`src/rtl/mem_err_report_sched.sv`:
```
// Report scheduler: buffers checker mismatch records in a small FIFO, holds one
// pending status request, and shares the UART line printer between them round-robin.
module mem_err_report_sched #(
  parameter int AW = 2
) (
  input  logic          i_clk,
  input  logic          i_rst_n,
  input  logic          i_err_we,
  input  logic [31:0]   i_err_adr,
  input  logic [31:0]   i_err_dataw,
  input  logic [31:0]   i_err_datar,
  input  logic          i_stat_req,
  input  logic [31:0]   i_stat_adr,
  output logic [31:0]   o_prn_adr,
  output logic [31:0]   o_prn_dataw,
  output logic [31:0]   o_prn_datar,
  output logic          o_prn_we,
  input  logic          i_prn_ready,
  output logic [31:0]   o_err_count,
  output logic [15:0]   o_drop_count,
  output logic [AW:0]   o_fifo_level,
  output logic          o_idle
);
  localparam int DEPTH = 1 << AW;

  typedef enum logic [1:0] {S_IDLE, S_ISSUE, S_WAIT_BUSY, S_WAIT_DONE} state_t;

  state_t        state_q, state_d;
  logic [95:0]   mem_q [DEPTH];
  logic [AW-1:0] wr_ptr_q, rd_ptr_q;
  logic [AW:0]   count_q, count_d;
  logic          stat_pend_q;
  logic [31:0]   stat_adr_q;
  logic          last_src_q;
  logic [31:0]   err_cnt_q, err_cnt_d;
  logic [15:0]   drop_cnt_q, drop_cnt_d;
  logic [31:0]   prn_adr_q, prn_dataw_q, prn_datar_q;

  logic          fifo_ne, fifo_full, start, pick_stat, pop, push;
  logic [95:0]   head;

  assign fifo_ne   = (count_q != '0);
  assign fifo_full = (count_q == (AW+1)'(DEPTH));
  assign start     = (state_q == S_IDLE) && i_prn_ready && (fifo_ne || stat_pend_q);
  // last_src_q = 1 means status was served last, so the FIFO has priority
  assign pick_stat = stat_pend_q && (!fifo_ne || !last_src_q);
  assign pop       = start && !pick_stat;
  assign push      = i_err_we && (!fifo_full || pop);
  assign head      = mem_q[rd_ptr_q];

  always_comb begin
    state_d = state_q;
    case (state_q)
      S_IDLE:      if (start) state_d = S_ISSUE;
      S_ISSUE:     state_d = S_WAIT_BUSY;
      S_WAIT_BUSY: if (!i_prn_ready) state_d = S_WAIT_DONE;
      S_WAIT_DONE: if (i_prn_ready) state_d = S_IDLE;
      default:     state_d = S_IDLE;
    endcase
  end

  always_comb begin
    count_d    = count_q + {{AW{1'b0}}, push} - {{AW{1'b0}}, pop};
    err_cnt_d  = err_cnt_q;
    drop_cnt_d = drop_cnt_q;
    if (i_err_we && (err_cnt_q != '1)) err_cnt_d = err_cnt_q + 32'd1;
    if (i_err_we && !push && (drop_cnt_q != '1)) drop_cnt_d = drop_cnt_q + 16'd1;
  end

  always_ff @(posedge i_clk) begin
    if (!i_rst_n) begin
      state_q     <= S_IDLE;
      wr_ptr_q    <= '0;
      rd_ptr_q    <= '0;
      count_q     <= '0;
      stat_pend_q <= 1'b0;
      last_src_q  <= 1'b1;
      err_cnt_q   <= '0;
      drop_cnt_q  <= '0;
      prn_adr_q   <= '0;
      prn_dataw_q <= '0;
      prn_datar_q <= '0;
    end else begin
      state_q <= state_d;
      count_q <= count_d;
      if (push) wr_ptr_q <= wr_ptr_q + 1'b1;
      if (pop)  rd_ptr_q <= rd_ptr_q + 1'b1;
      // a new request in the issue cycle keeps the flag set
      if (i_stat_req)             stat_pend_q <= 1'b1;
      else if (start && pick_stat) stat_pend_q <= 1'b0;
      if (start) last_src_q <= pick_stat;
      if (err_cnt_d != err_cnt_q)   err_cnt_q  <= err_cnt_d;
      if (drop_cnt_d != drop_cnt_q) drop_cnt_q <= drop_cnt_d;
      if (start) begin
        if (pick_stat) begin
          prn_adr_q   <= stat_adr_q;
          prn_dataw_q <= err_cnt_q;
          prn_datar_q <= {16'h0000, drop_cnt_q};
        end else begin
          prn_adr_q   <= head[95:64];
          prn_dataw_q <= head[63:32];
          prn_datar_q <= head[31:0];
        end
      end
    end
  end

  always_ff @(posedge i_clk) begin
    if (push) mem_q[wr_ptr_q] <= {i_err_adr, i_err_dataw, i_err_datar};
    if (i_stat_req) stat_adr_q <= i_stat_adr;
  end

  assign o_prn_adr    = prn_adr_q;
  assign o_prn_dataw  = prn_dataw_q;
  assign o_prn_datar  = prn_datar_q;
  assign o_prn_we     = (state_q == S_ISSUE);
  assign o_err_count  = err_cnt_q;
  assign o_drop_count = drop_cnt_q;
  assign o_fifo_level = count_q;
  assign o_idle       = !fifo_ne && !stat_pend_q && (state_q == S_IDLE);
endmodule

```
`config.mk`:
```
export PLATFORM = sky130hd
export DESIGN_NAME = mem_err_report_sched
export DESIGN_NICKNAME = d
export VERILOG_FILES = /design/src/rtl/mem_err_report_sched.sv
export SDC_FILE = /design/constraint.sdc
export NUM_CORES = 1
export LEC_CHECK = 0
export ABC_AREA = 1
export BUFFER_PORTS_ARGS = -buffer_cell sky130_fd_sc_hd__buf_2
export CAP_MARGIN = 30
export CORE_ASPECT_RATIO = 0.9
export CORE_MARGIN = 5
export CORE_UTILIZATION = 40
export DETAILED_ROUTE_END_ITERATION = 10
export GPL_TIMING_DRIVEN = 0
export PLACE_DENSITY_LB_ADDON = 0.08
export SLEW_MARGIN = 15
export SYNTH_ARGS = -nofsm -noshare
export SYNTH_HDL_FRONTEND = slang
export SYNTH_SLANG_ARGS = --single-unit
```
`constraint.sdc`:
```
create_clock -name i_clk -period 7.8 [get_ports i_clk]
set_clock_uncertainty 0.05 [all_clocks]
set_input_delay 0.39 -clock i_clk [delete_from_list [all_inputs] [get_ports i_clk]]
set_output_delay 0.39 -clock i_clk [all_outputs]
set_load 0.05 [all_outputs]
```
==> results.tsv <==
metric	value	unit
placed_instance_area	25800	sq um
nNetsFinal	2845	
max_freq	282	MHz
number_of_global_route_vias_before_repair	16709	
ys_ff_latch	573	
first_pass_grt_wire_length	105000	um
fin_crit	3.55	ns
vias_per_cell	5.01	
min_to	state_q[1]	
place.port_buffers	281	
cts.clk_slew.worst_paths	0.06	ns
postLayoutCellArea	29100	sq um
final_min_period_over_clock_period	45.5	%
grt_max_degree	34	
report.final.slew_viol_count	0	
drc_errors	0	
irDropWorstVdd	0.201	mV
outcome	complete, no violations	
critPathLaunchType	flip-flop	
finalHoldViolations	0	
synth_fp_nets	2352	
floorplan.initialDensity	40.2	%
critical_path_peak_fanout	17	
hold_path_cell_cnt	4	
synth.yosys.seq_area_share	68.3	%
critical_path_arrival	3.83	ns
cts_made_buffers	61	
io-pin-count	282	
synthFlopType	sky130_fd_sc_hd__edfxtp_1	
design.core.area	56900	sq um
worst_r2r_path_depth	13	
cts_max_path_buffers	3	
setup_viol	0	
wl_per_cell	20.3	um
synthesis.area_per_instance	10.4	sq um
leak	0.0111	uW
tightestPinTransition	0.991	ns
grt_use_total	22.3	%
worst_r2r_startpoint	state_q[1]	
layout.core_utilization	51.2	%
final.setup.worst_slack	4.25	ns
die_width	262	um
hold_path.class	input port to flip-flop	
worstReg2RegEnd	mem_q[1][87]	
tritoncts	yes	
crit_type	flip-flop to flip-flop	
overall_die_height	237	um
report.power.total	9120	uW
synth_cell_types	38	
worst_hold_startpoint	i_prn_ready	
dp_worst_setup_slack	4.26	ns
fp-row-count	83	
required	8.09	ns
area_growth	27.2	%
cts_root_buf	sky130_fd_sc_hd__clkbuf_16	
detail_route.wirelength	71600	um
yosysWarnings	0	
drtIter0Drc	1408	
synth_area	22900	sq um
timing.max_slew.rel_slack	33.9	%
drive_gt1_share	17.1	%
globalRouteOverflowTotal	0	
worst_skew_pair.late_latency	0.63	ns
final_antenna_net_count	0	
synth_edf_count	416	
synth-async-reset-ratio	0	%
detailroute.via_count	17634	
number_of_antenna_violations_at_the_first_check_in_global_routing	9	
drt_first_pass_iters	5	
cts_resized	0	
max_cap_violations	0	
postSynthCellCount	2205	
gp_routability_congestion	0.882	
tns	0	ns
pwr_density_cell	313	nW/um^2
rsz0062_at_grt	no	
post-dp-hpwl	50300	um
design.die.area	62100	sq um
cts.sinks	573	
endpoint_kind	flip-flop	
cts-htree-levels	2	
worst-r2r-setup-slack	4.25	ns
flip-flops by register name, summed over array words and instances (netlist names), named ones only:
name and cells:
last_src_q 1, mem_q 384, o_drop_count 16, o_err_count 32, o_fifo_level 3, o_prn_adr 32, o_prn_datar 32, o_prn_dataw 32
rd_ptr_q 2, stat_adr_q 32, stat_pend_q 1, state_q 2, wr_ptr_q 2
layout by cell type, fill, tap and decap left out, types with 5 or more instances in the layout:
master / netlist / final
sky130_fd_sc_hd__o21ai_1: 9 / 9
sky130_fd_sc_hd__xor2_1: 24 / 24
sky130_fd_sc_hd__buf_2: 45 / 326
sky130_fd_sc_hd__clkbuf_16: 0 / 62
sky130_fd_sc_hd__nor2_4: 2 / 6
sky130_fd_sc_hd__ha_1: 13 / 13
sky130_fd_sc_hd__edfxtp_1: 416 / 416
sky130_fd_sc_hd__nand2_2: 6 / 6
sky130_fd_sc_hd__nor2_2: 6 / 6
sky130_fd_sc_hd__a21oi_1: 131 / 131
sky130_fd_sc_hd__clkbuf_8: 0 / 11
sky130_fd_sc_hd__buf_12: 0 / 11
sky130_fd_sc_hd__dlygate4sd3_1: 0 / 128
sky130_fd_sc_hd__nor3_1: 6 / 6
sky130_fd_sc_hd__nand3_1: 29 / 29
sky130_fd_sc_hd__nand2_1: 663 / 663
sky130_fd_sc_hd__clkinv_1: 1 / 10
sky130_fd_sc_hd__a31oi_1: 80 / 80
sky130_fd_sc_hd__dfxtp_1: 157 / 157
sky130_fd_sc_hd__buf_1: 15 / 15
sky130_fd_sc_hd__clkinv_2: 0 / 6
sky130_fd_sc_hd__o21ai_0: 167 / 167
sky130_fd_sc_hd__nor2_1: 250 / 246
sky130_fd_sc_hd__clkbuf_1: 52 / 66
sky130_fd_sc_hd__bufinv_16: 0 / 5
sky130_fd_sc_hd__o22ai_1: 16 / 16
sky130_fd_sc_hd__buf_16: 0 / 9
sky130_fd_sc_hd__nand4_1: 9 / 9
sky130_fd_sc_hd__inv_1: 87 / 87
how the worst max path moves through the flow:
stage,to,depth (start not counted),startpoint,slack (ns)
after floorplan,mem_q[0][0],6,o_fifo_level[2],1.92
after global routing,mem_q[1][0],13,state_q[1],4.06
after CTS,mem_q[1][0],13,state_q[1],4.22
after detailed placement,mem_q[1][2],13,state_q[1],4.26
after global placement,mem_q[3][86],8,state_q[1],-2.23
final,mem_q[1][87],13,state_q[1],4.25
cell usage after synthesis (2+ instances only):
| library cell | instances | area (sq um) |
|---|---|---|
| sky130_fd_sc_hd__a21oi_1 | 131 | 656 |
| sky130_fd_sc_hd__a31oi_1 | 80 | 500 |
| sky130_fd_sc_hd__and3_1 | 2 | 12.5 |
| sky130_fd_sc_hd__buf_1 | 15 | 56.3 |
| sky130_fd_sc_hd__buf_2 | 45 | 225 |
| sky130_fd_sc_hd__buf_4 | 2 | 15.0 |
| sky130_fd_sc_hd__buf_6 | 2 | 22.5 |
| sky130_fd_sc_hd__clkbuf_1 | 52 | 195 |
| sky130_fd_sc_hd__dfxtp_1 | 157 | 3140 |
| sky130_fd_sc_hd__edfxtp_1 | 416 | 12500 |
| sky130_fd_sc_hd__ha_1 | 13 | 163 |
| sky130_fd_sc_hd__inv_1 | 87 | 327 |
| sky130_fd_sc_hd__inv_2 | 3 | 11.3 |
| sky130_fd_sc_hd__nand2_1 | 663 | 2490 |
| sky130_fd_sc_hd__nand2_2 | 6 | 37.5 |
| sky130_fd_sc_hd__nand3_1 | 29 | 145 |
| sky130_fd_sc_hd__nand4_1 | 9 | 56.3 |
| sky130_fd_sc_hd__nor2_1 | 250 | 938 |
| sky130_fd_sc_hd__nor2_2 | 6 | 37.5 |
| sky130_fd_sc_hd__nor2_4 | 2 | 22.5 |
| sky130_fd_sc_hd__nor3_1 | 6 | 30.0 |
| sky130_fd_sc_hd__o21ai_0 | 167 | 836 |
| sky130_fd_sc_hd__o21ai_1 | 9 | 45.0 |
| sky130_fd_sc_hd__o22ai_1 | 16 | 100 |
| sky130_fd_sc_hd__xor2_1 | 24 | 210 |
area by class of cell:
class,instances,area [sq um]
diodes,1,2.50
clock buffers,87,1760
repair buffers,430,3170
inverters,92,348
clock inverters,29,307
multi-input cells,1424,6430
fillers,5191,27800
well taps,765,957
plain buffers,116,514
flip-flops and latches,573,15600
critical path, stage by stage (launching register included):
cell                       delay (ns)
sky130_fd_sc_hd__dfxtp_1         0.33
sky130_fd_sc_hd__inv_1           0.13
sky130_fd_sc_hd__ha_1            0.21
sky130_fd_sc_hd__nand2_1         0.07
sky130_fd_sc_hd__inv_1           0.09
sky130_fd_sc_hd__o211ai_1        0.33
sky130_fd_sc_hd__nand2_1         0.15
sky130_fd_sc_hd__nand2_1         0.33
sky130_fd_sc_hd__nor2_4          0.60
sky130_fd_sc_hd__buf_16          0.23
sky130_fd_sc_hd__buf_16          0.17
sky130_fd_sc_hd__buf_16          0.16
sky130_fd_sc_hd__buf_12          0.18
sky130_fd_sc_hd__buf_16          0.17
what timing repair did:
action	in CTS	in global routing
buffers inserted	0	0
hold buffers	128	0
endpoints found under the hold margin	416	0
setup endpoints to repair	0	0
routing by layer:
metal / part of all wire, % / GRT usage [%] / routed length (um)
met1: 44 / 31.4 / 31400
met2: 47 / 35.9 / 33600
met3: 6.8 / 4.24 / 4870
met4: 2.2 / 5.51 / 1560
met5: 0.092 / 0 / 66
metrics by stage:
stage | instances | hold slack, ns
3_3_place_gp | 3251 | 0.402
6_report | 3517 | 0.132
5_1_grt | 3516 | 0.191
4_1_cts | 3515 | 0.0902
3_5_place_dp | 3271 | 0.402
2_1_floorplan | 2205 | 0.394
logic make-up (layout without fill, tap and decap cells):
family | after synthesis | count (layout) | share of synthesized area [%]
and+or+nand+nor | 979 | 979 | 16.7
AOI/OAI and AO/OA | 405 | 405 | 9.40
other | 0 | 1 | 0
adders and majority gates | 14 | 14 | 0.798
muxes | 1 | 1 | 0.0437
xor gates and xnor gates | 25 | 25 | 0.956
buffers and inverters | 208 | 754 | 3.77
DFF | 573 | 573 | 68.3
power by group:
group,leakage [uW],internal [uW],switching (uW)
logic,0.00497,617,1740
clock network,0.000999,1730,1210
registers,0.00511,3640,174
(Power assumes the default switching activity.)
